[src/rtl/float8_accumulator_pkg.sv]
// Shared float8 accumulator definitions: number format constants, term width, FSM encoding.
// No logic; constants only.
// Imported by the unpack sub-module and the accumulator top.
package float8_accumulator_pkg;

    localparam int         FLOAT8_BIAS   = 7;
    localparam int         FLOAT8_FRAC   = 10;
    localparam logic [6:0] FLOAT8_MAXMAG = 7'h7F;

    // Largest term magnitude is 15<<15 (19 bits), so a signed term needs 20 bits to stay exact.
    localparam int TERM_W = 20;

    // Leading-one index p maps to biased exponent p - (FRAC - BIAS); p = 3..18 is the normal range.
    localparam logic [5:0] LOD_OFS = 6'(FLOAT8_FRAC - FLOAT8_BIAS);
    localparam logic [5:0] LOD_MAX = LOD_OFS + 6'd15;

    typedef enum logic [1:0] {
        ST_ACCUM = 2'd0,
        ST_NORM  = 2'd1,
        ST_OUT   = 2'd2
    } state_t;

endpackage

[src/rtl/float8_accumulator_if.sv]
// Term-in / result-out handshake bundle for the float8 accumulator.
// No latency; wires only.
// Valid/ready both directions: iValid/oReady for terms, oValid/iReady for the result.
interface float8_accumulator_if;

    logic       iValid;
    logic       oReady;
    logic [7:0] iNum;
    logic       iOvf;
    logic       iLast;
    logic       oValid;
    logic       iReady;
    logic [7:0] oNum;
    logic       oOverflow;

    // Accumulator side
    modport slave (
        input  iValid, iNum, iOvf, iLast, iReady,
        output oReady, oValid, oNum, oOverflow
    );

    // Producer/consumer side
    modport master (
        output iValid, iNum, iOvf, iLast, iReady,
        input  oReady, oValid, oNum, oOverflow
    );

endinterface

[src/rtl/float8_accumulator_unpack.sv]
// Exact float8 (1s/4e/3m, bias 7) to signed fixed point with 10 fraction bits.
// Combinational, zero latency.
// No handshake; pure function of the input byte.
module float8_unpack
    import float8_accumulator_pkg::*;
(
    input  logic [7:0]               i_num,
    output logic signed [TERM_W-1:0] o_term
);

    logic [TERM_W-1:0] w_mag;

    // Place the hidden-one significand at its binary weight; LSB weight is 2^-10. Both zeros map to 0.
    always_comb begin
        w_mag  = TERM_W'({1'b1, i_num[2:0]}) << i_num[6:3];
        o_term = '0;
        if (i_num[6:0] != 7'd0) begin
            o_term = i_num[7] ? -$signed(w_mag) : $signed(w_mag);
        end
    end

endmodule

[src/rtl/float8_accumulator.sv]
// Sums a stream of float8 terms into a saturating fixed-point accumulator and repacks it to float8.
// Result valid 2 cycles after the iLast beat is presented (one NORM cycle), held until iReady.
// oReady only while accumulating; terms are refused during NORM/OUT. Option: FLOAT8_ACC_RELU_EN.
module float8_accumulator
    import float8_accumulator_pkg::*;
#(
    parameter int ACC_W = 24
) (
    input  logic                 iClk,
    input  logic                 iRst,
    float8_accumulator_if.slave  bus
);

    localparam logic signed [ACC_W:0] SAT_POS = $signed({2'b00, {(ACC_W-1){1'b1}}});
    localparam logic signed [ACC_W:0] SAT_NEG = $signed({2'b11, {(ACC_W-2){1'b0}}, 1'b1});

    state_t r_state;
    state_t w_next_state;

    logic [ACC_W-1:0] r_acc;
    logic             r_ovf;
    logic [7:0]       r_num;
    logic             r_num_ovf;

    logic                     w_accept;
    logic signed [TERM_W-1:0] w_term;
    logic signed [ACC_W:0]    w_sum;
    logic [ACC_W-1:0]         w_acc_next;
    logic                     w_sat_hit;

    logic [ACC_W-1:0] w_abs;
    logic [5:0]       w_p;
    logic             w_sign;
    logic [3:0]       w_exp;
    logic [2:0]       w_mant;
    logic [7:0]       w_pack_num;
    logic             w_pack_ovf;

    float8_unpack u_unpack (
        .i_num  (bus.iNum),
        .o_term (w_term)
    );

    assign w_accept = bus.iValid && (r_state == ST_ACCUM);

    // State register
    always_ff @(posedge iClk) begin
        if (iRst) r_state <= ST_ACCUM;
        else      r_state <= w_next_state;
    end

    // Next state: last accepted term starts normalisation; consumer handshake returns to accumulate
    always_comb begin
        w_next_state = r_state;
        case (r_state)
            ST_ACCUM: if (w_accept && bus.iLast) w_next_state = ST_NORM;
            ST_NORM:  w_next_state = ST_OUT;
            ST_OUT:   if (bus.iReady) w_next_state = ST_ACCUM;
            default:  w_next_state = ST_ACCUM;
        endcase
    end

    // Handshake outputs decoded from state; result fields come straight from registers
    always_comb begin
        bus.oReady    = (r_state == ST_ACCUM);
        bus.oValid    = (r_state == ST_OUT);
        bus.oNum      = r_num;
        bus.oOverflow = r_num_ovf;
    end

    // One guard bit above the accumulator catches wrap; clamp symmetric so |acc| always fits ACC_W-1 bits
    always_comb begin
        w_sum      = $signed({r_acc[ACC_W-1], r_acc})
                   + $signed({{(ACC_W+1-TERM_W){w_term[TERM_W-1]}}, w_term});
        w_acc_next = w_sum[ACC_W-1:0];
        w_sat_hit  = 1'b0;
        if (w_sum > SAT_POS) begin
            w_acc_next = SAT_POS[ACC_W-1:0];
            w_sat_hit  = 1'b1;
        end else if (w_sum < SAT_NEG) begin
            w_acc_next = SAT_NEG[ACC_W-1:0];
            w_sat_hit  = 1'b1;
        end
    end

    // Sign/magnitude split and leading-one index of the magnitude (highest set bit wins)
    always_comb begin
        w_sign = r_acc[ACC_W-1];
        w_abs  = w_sign ? (~r_acc + 1'b1) : r_acc;
        w_p    = '0;
        for (int i = 0; i < ACC_W; i++) begin
            if (w_abs[i]) w_p = 6'(i);
        end
    end

    // Repack to float8: flush tiny values, clamp large/flagged ones, otherwise truncate the mantissa
    always_comb begin
        w_exp      = 4'(w_p - LOD_OFS);
        w_mant     = 3'(w_abs >> (w_p - LOD_OFS));
        w_pack_num = 8'h00;
        w_pack_ovf = r_ovf;
        if (w_abs == '0 || w_p < LOD_OFS) begin
            w_pack_num = 8'h00;
            w_pack_ovf = r_ovf;
        end else if (w_p > LOD_MAX || r_ovf) begin
            w_pack_num = {w_sign, FLOAT8_MAXMAG};
            w_pack_ovf = 1'b1;
        end else begin
            w_pack_num = (w_exp == 4'd0 && w_mant == 3'd0) ? 8'h00 : {w_sign, w_exp, w_mant};
            w_pack_ovf = 1'b0;
        end
`ifdef FLOAT8_ACC_RELU_EN
        // Negative sums clip to zero; an overflow flag survives the clip
        if (w_sign) w_pack_num = 8'h00;
`endif
    end

    // Accumulate accepted terms, capture the packed result in NORM, clear on consumption
    always_ff @(posedge iClk) begin
        if (iRst) begin
            r_acc     <= '0;
            r_ovf     <= 1'b0;
            r_num     <= 8'h00;
            r_num_ovf <= 1'b0;
        end else begin
            case (r_state)
                ST_ACCUM: begin
                    if (w_accept) begin
                        r_acc <= w_acc_next;
                        if (w_sat_hit || bus.iOvf) r_ovf <= 1'b1;
                    end
                end
                ST_NORM: begin
                    r_num     <= w_pack_num;
                    r_num_ovf <= w_pack_ovf;
                end
                ST_OUT: begin
                    if (bus.iReady) begin
                        r_acc <= '0;
                        r_ovf <= 1'b0;
                    end
                end
                default: ;
            endcase
        end
    end

endmodule

[src/flat_wrapper.sv]
// flat-port wrapper written by rule: the top's interface ports become plain ports
module float8_accumulator_flat import float8_accumulator_pkg::*;
#(
    parameter int ACC_W = 24
)
  (iClk, iRst, bus_iValid, bus_iNum, bus_iOvf, bus_iLast, bus_iReady, bus_oReady, bus_oValid, bus_oNum, bus_oOverflow);
  float8_accumulator_if bus_i ();
  input  logic iClk;
  input  logic iRst;
  input wire logic [$bits(bus_i.iValid)-1:0] bus_iValid;
  input wire logic [$bits(bus_i.iNum)-1:0] bus_iNum;
  input wire logic [$bits(bus_i.iOvf)-1:0] bus_iOvf;
  input wire logic [$bits(bus_i.iLast)-1:0] bus_iLast;
  input wire logic [$bits(bus_i.iReady)-1:0] bus_iReady;
  output wire logic [$bits(bus_i.oReady)-1:0] bus_oReady;
  output wire logic [$bits(bus_i.oValid)-1:0] bus_oValid;
  output wire logic [$bits(bus_i.oNum)-1:0] bus_oNum;
  output wire logic [$bits(bus_i.oOverflow)-1:0] bus_oOverflow;
  assign bus_i.iValid = bus_iValid;
  assign bus_i.iNum = bus_iNum;
  assign bus_i.iOvf = bus_iOvf;
  assign bus_i.iLast = bus_iLast;
  assign bus_i.iReady = bus_iReady;
  assign bus_oReady = bus_i.oReady;
  assign bus_oValid = bus_i.oValid;
  assign bus_oNum = bus_i.oNum;
  assign bus_oOverflow = bus_i.oOverflow;
  float8_accumulator #(.ACC_W(ACC_W)) u_core (.iClk(iClk), .iRst(iRst), .bus(bus_i));
endmodule
[config.mk]
export PLATFORM = sky130hd
export DESIGN_NAME = float8_accumulator_flat
export DESIGN_NICKNAME = d
export VERILOG_FILES = /design/src/rtl/float8_accumulator_pkg.sv /design/src/rtl/float8_accumulator_if.sv /design/src/rtl/float8_accumulator_unpack.sv /design/src/rtl/float8_accumulator.sv /design/src/flat_wrapper.sv
export SDC_FILE = /design/constraint.sdc
export NUM_CORES = 1
export LEC_CHECK = 0
export CAP_MARGIN = 10
export CORE_MARGIN = 4
export CORE_UTILIZATION = 50
export DETAILED_ROUTE_END_ITERATION = 7
export GPL_ROUTABILITY_DRIVEN = 1
export GPL_TIMING_DRIVEN = 0
export PLACE_DENSITY = 0.71
export SKIP_LAST_GASP = 1
export SYNTH_ARGS = -nofsm -noshare
export SYNTH_HDL_FRONTEND = slang
export SYNTH_SLANG_ARGS = --single-unit
[constraint.sdc]
create_clock -name iClk -period 8.81 [get_ports iClk]
set_input_delay 1.762 -clock iClk [delete_from_list [all_inputs] [get_ports iClk]]
set_output_delay 1.762 -clock iClk [all_outputs]
set_load 0.005 [all_outputs]
* Word level (Yosys, flattened, before mapping) *
Index checks and enable logic that the tools add are counted.

cells by class
  muxes and demuxes = 45
  reduce and logical (&&, ||, !) cells = 15
  bitwise operators = 1
  $add $sub $neg = 4
  shifts and indexed selects = 2
  magnitude comparators = 4
  equal/unequal tests = 6

operators by type and width
  operator               count
  $mux 24                5
  $pmux 24 s2            1
  $mux 20                2
  $mux 5                 8
  $mux 4                 8
  $add 24x20->25         1
  $gt 25x24->1 const B   1
  $lt 25x24->1 const B   1
  $add 24x1->24 const B  1
  $logic_not 24->1       1
  $mux 8                 3
  $not 24->24            1
  $shr 24x6->3           1
  $neg 20->20            1
  $shl 4x4->20           1
  $mux 3                 4
  $mux 1                 8
  $mux 2                 4
  $reduce_bool 7->1      1
  $ne 2x1->1 const B     3
  $pmux 2 s3             1
  $sub 5x2->6 const B    1
  $gt 5x5->1 const B     1
  $lt 5x2->1 const B     1
  other kinds (13)       17

storage, ports and cells
  word-level logic and storage cells = 82
  register bits = 36
  input bits = 14
  output and inout bits = 11

* Depth between registers and ports, before layout *
Gate-level depths: netlist of run 1.

  depth in word-level cells = 33
  depth in mapped cells = 29
  mapped depth without buffers = 26

* Cells and area by module *
From an unflattened synthesis of run 1, not the netlist that was laid out.

unflattened totals
  cell total of the unflattened synthesis = 861
  area, all modules = 6,004.5 um^2

by module, submodules not included
  module              instances  cells each  sequential area each (um^2)  area an instance (um^2)
  float8_accumulator  1          671         720.7                        4,838.4
  float8_unpack       1          190         0.0                          1,166.1

* Worst setup path before layout of run 1 *
Ideal clock, no wire load.

  path type = input port to flip-flop
  start point = in bus_iNum[4]
  end point = reg u_core.r_acc[10]
  library setup time = 0.122 ns
  stages = 25
  data required time = 8.688 ns
  setup slack = 1.456 ns
  path buffers = 2
  data arrival time = 7.232 ns
  cells stage by stage = clkbuf_1 > mux2i_1 > nor2_1 > a21o_1 > or3b_2 > o21ai_0 > nand2_1 > o21ai_0 > a31oi_1 > nor2_1 > ha_1 > a21o_1 > a211oi_1 > nand2_1 > o211ai_1 > nor3_1 > nor4_2 > o21ai_1 > xnor2_1 > or3_1 > or4b_1 > or4_1 > o211ai_2 > buf_2 > o21ai_0

between the ends
  longest elaborated chain between the ends = 10
  elaborated cells on any way between the ends = 12
  classes of those cells = add/sub: 2; order compare: 2; shift: 1; mux: 6; reduce/logical: 1

ends and longest elaborated chain
  item                  RTL line                         text
  from (decl)           flat_wrapper.sv:11               input wire logic [$bits(bus_i.iNum)-1:0] bus_iNum;
  $shl 4x4->20          float8_accumulator_unpack.sv:15  w_mag = TERM_W'({1'b1, i_num[2:0]}) << i_num[6:3];
  $neg 20->20           float8_accumulator_unpack.sv:18  o_term = i_num[7] ? -$signed(w_mag) : $signed(w_mag);
  $mux 20               float8_accumulator_unpack.sv:18
  $mux 20 *             float8_accumulator_unpack.sv:17  if (i_num[6:0] != 7'd0) begin
  $add 24x20->25 *      float8_accumulator.sv:74         + $signed({{(ACC_W+1-TERM_W){w_term[TERM_W-1]}}, w_term});
  $lt 25x24->1          float8_accumulator.sv:80         end else if (w_sum < SAT_NEG) begin
  $mux 24               float8_accumulator.sv:80
  $mux 24 *             float8_accumulator.sv:77         if (w_sum > SAT_POS) begin
  $mux 24 *             float8_accumulator.sv:128        if (w_accept) begin
  $pmux 24 s2 *         float8_accumulator.sv:126        case (r_state)
  to (signal assigned)  float8_accumulator.sv:129        r_acc <= w_acc_next;
  to (decl)             float8_accumulator.sv:20         logic [ACC_W-1:0] r_acc;

Every way passes the cells marked *; elsewhere a longest branch is shown, timed or not. The select of a mux whose other input is x is not followed.
A chain may end at the register's enable or synchronous reset.

* Worst setup path in the final report of run 1 *
  start point = in bus_iNum[4]
  end point = reg u_core.r_acc[15]

The elaborated chain is that of the path after synthesis.

==> results of run 1 <==
[synth_stat cells (all sizes together), types with 5 or more instances]
master and instances:
a211oi 12, a21boi 6, a21o 18, a21oi 61, a31oi 12, and2 10, and3 8, buf 19
clkbuf 37, dfxtp 36, ha 28, inv 24, mux2i 17, nand2 100, nand2b 16, nand3 10
nand4 9, nor2 98, nor2b 8, nor3 25, nor4 18, o211ai 10, o21ai 80, o21bai 10
o22ai 5, or3 12, or4 8, xnor2 42, xor2 23
[timing repair]
| action | 4_1_cts | 5_1_grt |
|---|---|---|
| endpoints found under the setup margin | 0 | 15 |
| buffers inserted | 0 | 0 |
| gates resized for setup | 0 | 1 |
[placed cells by master (no fill, tap or decap), types with 10 or more instances in the layout]
| cell | instances |
|---|---|
| a21oi_1 | 60 |
| a211oi_1 | 12 |
| a31oi_1 | 12 |
| nor3_1 | 25 |
| or3_1 | 11 |
| o21ai_0 | 74 |
| clkbuf_1 | 37 |
| dfxtp_1 | 36 |
| a21o_1 | 18 |
| nor4_1 | 11 |
| nand3_1 | 10 |
| inv_1 | 23 |
| xor2_1 | 23 |
| mux2i_1 | 17 |
| nand2_1 | 100 |
| xnor2_1 | 41 |
| nor2_1 | 97 |
| clkdlybuf4s50_1 | 23 |
| ha_1 | 28 |
| nand2b_1 | 16 |
[cells by family (layout without fill, tap and decap cells)]
kind of cell               after synthesis  count (layout)  synth area share [%]
adders and majority gates               29              29                  6.52
and+or+nand+nor                        337             337                  29.7
AOI/OAI and AO/OA                      269             269                  31.4
muxes                                   18              18                  3.19
buffers and inverters                   81             111                  6.14
xor gates and xnor gates                65              65                  10.4
DFF                                     36              36                  12.7
[through the flow]
step	setup TNS, ns	util (%)	instances	hold WS [ns]	instance area (µm²)
floorplan	0	-	835	0.448	5680
global placement	0	55.4	998	0.443	6090
detailed placement	-0.172	55.5	998	0.455	6090
CTS	0	57.0	1006	0.463	6260
global route	0	56.9	1005	0.497	6250
finish	0	56.9	1005	0.461	6250
[final cells by class]
type                       count  area share [%]
tap                          140            2.80
multi-input combinational    718            73.8
inverter                      25            1.50
sequential                    36            11.5
clock inverter                 2           0.560
clock buffer                   6            2.06
timing repair buffer          23            3.68
buffer                        55            4.02
[path summary, 6_finish.rpt]
path	to	slack, ns	depth (start not counted)
max	u_core.r_acc[15]	0.51	25
min	u_core.bus.oNum[1]	0.46	2
min reg2reg	u_core.bus.oNum[1]	0.46	2
max reg2reg	u_core.bus.oNum[4]	2.31	17
[worst max-delay path, cell delays in order]
cell,delay (ns)
clkdlybuf4s50_1,0.68
mux2i_1,0.27
nor2_1,0.08
a21o_1,0.20
or3b_2,0.48
o21ai_1,0.29
nand2_1,0.11
o21ai_0,0.16
a31oi_1,0.10
nor2_1,0.15
ha_1,0.30
a21o_1,0.21
a211oi_1,0.32
nand2_1,0.10
o211ai_1,0.13
nor3_1,0.11
nor4_2,0.42
xor2_1,0.27
nand4_1,0.12
or3_1,0.32
or4b_1,0.51
or4_1,0.58
o211ai_2,0.37
buf_2,0.29
o21ai_0,0.12
[state kept, by name, summed over array words and instances, names as in the netlist]
register,count
u_core.bus.oOverflow,1
u_core.r_ovf,1
u_core.r_acc,24
u_core.bus.oNum,8
u_core.r_state,2
[layer usage]
metal  vias to the layer above  GRT usage, %  wire (µm)
li1                       3103             -          -
met1                      2929          31.2       7300
met2                       196          47.2       8390
met3                        41          2.17        694
met4                         0          8.55        465
met5                         -             0          0
[where the power goes]
part,leakage [nW],switching [mW],total (mW),internal [mW]
clock,0.0808,0.0679,0.201,0.133
sequential,0.295,0.0287,0.220,0.192
combinational,2.18,1.09,1.76,0.671
total,2.56,1.19,2.18,0.996
==> results.ini, run 1 <==
[timing]
hold_viol=0
slew_violations=0
timing.final.crit_share_pct=94.3
worst_pin_slew_ns=1.22
final-setup-viol-count=0
rsz0062_at_grt=no
skew_ns=0.00596
worst_slack_ns=0.505
min_period_ns=8.30
max_freq_mhz=120
slew_headroom_pct=17.6

[logic_synthesis]
ys_seq_area_share_pct=12.7
synth_top_area_cell=dfxtp_1
synth_top_flop_cell=dfxtp_1
synth_edf_count=0
synth_area_mm2=0.00568
synth.top_cell.area_share_pct=12.7
synth-seq-cells=36
synth_area_leaders=dfxtp_1, nand2_1, o21ai_0
syn-instance-count=835
syn_nets=878
syn_area_per_cell_um2=6.80
ys_types=83
yosysWarningCount=0
async_flop_share_pct=0

[setup_path]
rr_startpoint=u_core.r_acc[23]
worst_setup_path_end_kind=flip-flop
startpoint_type=input pin
path_class=in2reg
required_ns=8.97
cp.arrival_ns=8.47
crit_start=bus_iNum[4]
crit_fanout=11

[power]
p_per_area_mw_per_mm2=349
total_power_mw=2.18
p_leak_nw=2.56
vdd_ir_drop_max_mv=0.303

[floorplanning]
fp-row-count=38
dieArea_mm2=0.0131
core_region_area_mm2=0.0110
die_w_um=115
die_h_um=115
ios=25
initial_core_util_pct=51.7

[cells_and_area]
nFillCells=1067
drive_gt1_share_pct=5.66
antenna_cells=0
seq_area_um2=721
finalNetCount=907
syn2layout_area_growth_pct=10.1
multiInputGateArea_mm2=0.00462

[drt]
first_pass_iters=7
ant_nets=0
drc=0
post_drt_wl_per_cell_um=16.8
viasPerCell=6.24
vias=6269
drt-initial-drc-count=386
wl_um=16800

[global_route]
grt.overflow.total=0
grt_pass1_wl_um=28100
antenna_found_initial=0
grt_max_degree=12
globalRouteTotalUtil_pct=25.7
first_global_vias=5908

[clock_network]
clk_path_buf_depth=2
cts_buffers=5
htreeDepth=2
cts_tree=built
path_clk_slew_ns=0.06
hold_buffers=0
insertion_delay_ns=0.28
cts.sinks=36
cts-root-buf=clkbuf_16

[min_path]
holdCritStartpoint=u_core.bus.oNum[1]
hp-class=reg2reg

[job]
drv_cap=0

[outcome]
status=completed

[placed_design]
io_buffers=23
finalWeightedCongestion=0.949
dp_slack_ns=-0.0365
dp_hpwl_um=13700

(Power assumes the default switching activity.)
==> inputs of run 2 (changes only) <==
--- a/config.mk
+++ b/config.mk
@@ -5,12 +5,13 @@
 export SDC_FILE = /design/constraint.sdc
 export NUM_CORES = 1
 export LEC_CHECK = 0
-export CAP_MARGIN = 10
 export CORE_MARGIN = 4
 export CORE_UTILIZATION = 50
+export CTS_CLUSTER_SIZE = 24
 export DETAILED_ROUTE_END_ITERATION = 7
 export GPL_ROUTABILITY_DRIVEN = 1
 export GPL_TIMING_DRIVEN = 0
+export HOLD_SLACK_MARGIN = 0.1
 export PLACE_DENSITY = 0.71
 export SKIP_LAST_GASP = 1
 export SYNTH_ARGS = -nofsm -noshare
==> results of run 2 <==
Final layout, timing and power as in run 1 (identical DEF).
==> inputs of run 3 (changes only) <==
--- a/config.mk
+++ b/config.mk
@@ -6,13 +6,13 @@
 export NUM_CORES = 1
 export LEC_CHECK = 0
 export CORE_MARGIN = 4
-export CORE_UTILIZATION = 50
+export CORE_UTILIZATION = 63
 export CTS_CLUSTER_SIZE = 24
 export DETAILED_ROUTE_END_ITERATION = 7
 export GPL_ROUTABILITY_DRIVEN = 1
 export GPL_TIMING_DRIVEN = 0
 export HOLD_SLACK_MARGIN = 0.1
-export PLACE_DENSITY = 0.71
+export PLACE_DENSITY = 0.85
 export SKIP_LAST_GASP = 1
 export SYNTH_ARGS = -nofsm -noshare
 export SYNTH_HDL_FRONTEND = slang
==> run 3 against run 2 <==
- utilization up 13 points
- largest cell class unchanged
- highest routed layer unchanged
- die area is 19% lower
- clock skew grew 0.011 ns
- largest power group unchanged
- first-iteration DRC count is 11% lower
- non-clock buffer count unchanged
- register-to-register slack improved by 0.04 ns
- maximum frequency up 0.33%
- clock power shrank 39%
- power is 3.1% lower
- combinational power hardly changed
==> results.ini, run 3 (same netlist as run 1, synthesis figures left out) <==
[outcome]
status=completed

[drt]
ant_nets=0  ; unchanged
drt-initial-drc-count=342  ; -11%
drc=0  ; unchanged
wl_um=17300  ; +2.6%
post_drt_wl_per_cell_um=17.8  ; +6.0%
vias=6358  ; +1.4%
first_pass_iters=5  ; -2
viasPerCell=6.53  ; +4.8%

[timing]
max_freq_mhz=121  ; +0.33%
fin_hold_ws_ns=0.486  ; +0.0253 ns
worst_slack_ns=0.533  ; +0.0274 ns
slew_violations=0  ; unchanged
slew_headroom_pct=20.9  ; +3.3 points
timing.final.crit_share_pct=94.0  ; -0.31 points
min_period_ns=8.28  ; -0.0274 ns
final-setup-viol-count=0  ; unchanged
hold_viol=0  ; unchanged
worst_pin_slew_ns=1.17  ; -0.0492 ns
rsz0062_at_grt=no
skew_ns=0.0171  ; +0.0112 ns

[placed_design]
io_buffers=23  ; unchanged
dp_hpwl_um=13900  ; +1.8%
finalWeightedCongestion=1.06  ; +11%
dp_slack_ns=-0.0321  ; +0.00435 ns

[power]
p_leak_nw=2.54  ; -0.81%
p_per_area_mw_per_mm2=345  ; -1.3%
vdd_ir_drop_max_mv=0.190  ; -37%

[floorplanning]
core_region_area_mm2=0.00876  ; -20%
die_h_um=103  ; -10%
fp-row-count=34  ; -11%
dieArea_mm2=0.0106  ; -19%
die_w_um=103  ; -10%
ios=25  ; unchanged
initial_core_util_pct=64.8  ; +13 points

[global_route]
grt_pass1_wl_um=28400  ; +1.0%
antenna_found_initial=0  ; unchanged
grt_max_degree=13  ; +1
first_global_vias=6063  ; +2.6%
grt.overflow.total=0  ; unchanged
globalRouteTotalUtil_pct=33.1  ; +7.4 points

[cells_and_area]
largest_reg_flops=24  ; unchanged
syn2layout_area_growth_pct=8.08
top_register=u_core.r_acc
finalNetCount=907  ; unchanged
antenna_cells=0  ; unchanged
drive_gt1_share_pct=5.90  ; +0.23 points
layout_commonest_cell=nand2_1
final_cell_mix=nand2_1, nor2_1, o21ai_0, a21oi_1, xnor2_1

[clock_network]
post-cts-setup-buffers=0  ; unchanged
cts.sinks=36  ; unchanged
htreeDepth=2  ; unchanged
cts_tree=built
path_clk_slew_ns=0.09  ; +0.03 ns
cts-root-buf=clkbuf_8
cts_buffers=5  ; unchanged
insertion_delay_ns=0.30  ; +0.02 ns
clk_path_buf_depth=2  ; unchanged

[setup_path]
crit_fanout=10  ; -1
cp.arrival_ns=8.43  ; -0.04 ns
path_class=in2reg
required_ns=8.96  ; about the same
worst_setup_path_end_kind=flip-flop
startpoint_type=input pin

[min_path]
hp-class=reg2reg

[job]
drv_cap=0  ; unchanged

-- run 3: changes by cell type in the layout (fill, tap and decap cells not counted) --
cell             before  now
clkbuf_16             5    0
clkbuf_8              0    5
clkbuf_1             37   35
bufinv_16             1    0
clkbuf_2              0    1
clkdlybuf4s50_1      23   22
clkinv_2              1    2
clkinv_4              0    1
dlymetal6s2s_1        0    1
-- run 3: where the power goes --
part	internal (mW)	leakage, nW	switching [mW]
logic	0.672	2.20	1.10
clock network	0.0553	0.0479	0.0676
registers	0.191	0.295	0.0291
total	0.918	2.54	1.20
-- run 3: final cells by class --
type | instances | area (µm²)
plain buffers | 55 | 253
clock buffers | 5 | 68.8
clock inverters | 3 | 18.8
fillers | 772 | 2620
inverters | 25 | 93.8
multi-input cells | 718 | 4620
flip-flops and latches | 36 | 721
well taps | 108 | 135
repair buffers | 23 | 233
-- run 3: repair_timing --
item,in CTS,in global routing
hold buffers,0,0
gates resized for setup,0,4
setup endpoints to repair,0,17
-- run 3: critical path, stage by stage --
cell and delay (ns):
clkdlybuf4s50_1 0.47, clkbuf_2 0.21, mux2i_1 0.26, nor2_1 0.10
or3b_2 0.47, o21ai_1 0.30, nand2_1 0.13, o21ai_0 0.19
a31oi_1 0.10, nor2_1 0.13, ha_1 0.29, a21o_1 0.22
a211oi_1 0.38, o211a_1 0.27, nor3_1 0.10, nor4_2 0.40
xor2_1 0.28, nand4_1 0.12, or3_1 0.32, or4b_1 0.52
or4_1 0.59, o211ai_2 0.36, buf_2 0.28, o21ai_0 0.17
-- run 3: worst paths after layout --
kind	startpoint	endpoint	depth (start not counted)	slack (ns)
setup / recovery	bus_iNum[3]	u_core.r_acc[16]	24	0.53
hold / removal	u_core.bus.oNum[4]	u_core.bus.oNum[4]	1	0.49
setup reg to reg	u_core.r_acc[23]	u_core.bus.oNum[7]	17	2.35
hold reg to reg	u_core.bus.oNum[4]	u_core.bus.oNum[4]	1	0.49
-- run 3: through the flow --
| stage | total power, mW | cells | TNS (ns) | util, % | instance area [µm²] |
|---|---|---|---|---|---|
| 3_5_place_dp | 1.94 | 966 | -0.0588 | 69.1 | 6050 |
| 2_1_floorplan | 1.55 | 835 | 0 | - | 5680 |
| 5_1_grt | 2.28 | 973 | 0 | 70.1 | 6140 |
| 4_1_cts | 2.07 | 974 | 0 | 70.1 | 6140 |
| 3_3_place_gp | 1.89 | 966 | 0 | 69.0 | 6050 |
| 6_report | 2.12 | 973 | 0 | 70.1 | 6140 |
-- run 3: layer usage --
layer  routed length [µm]  GRT usage, %  up-vias
li1                     -             -     3103
met1                 6880          38.0     2946
met2                 8570          59.3      241
met3                  890          3.65       68
met4                  943          18.9        0
met5                    0             0        -
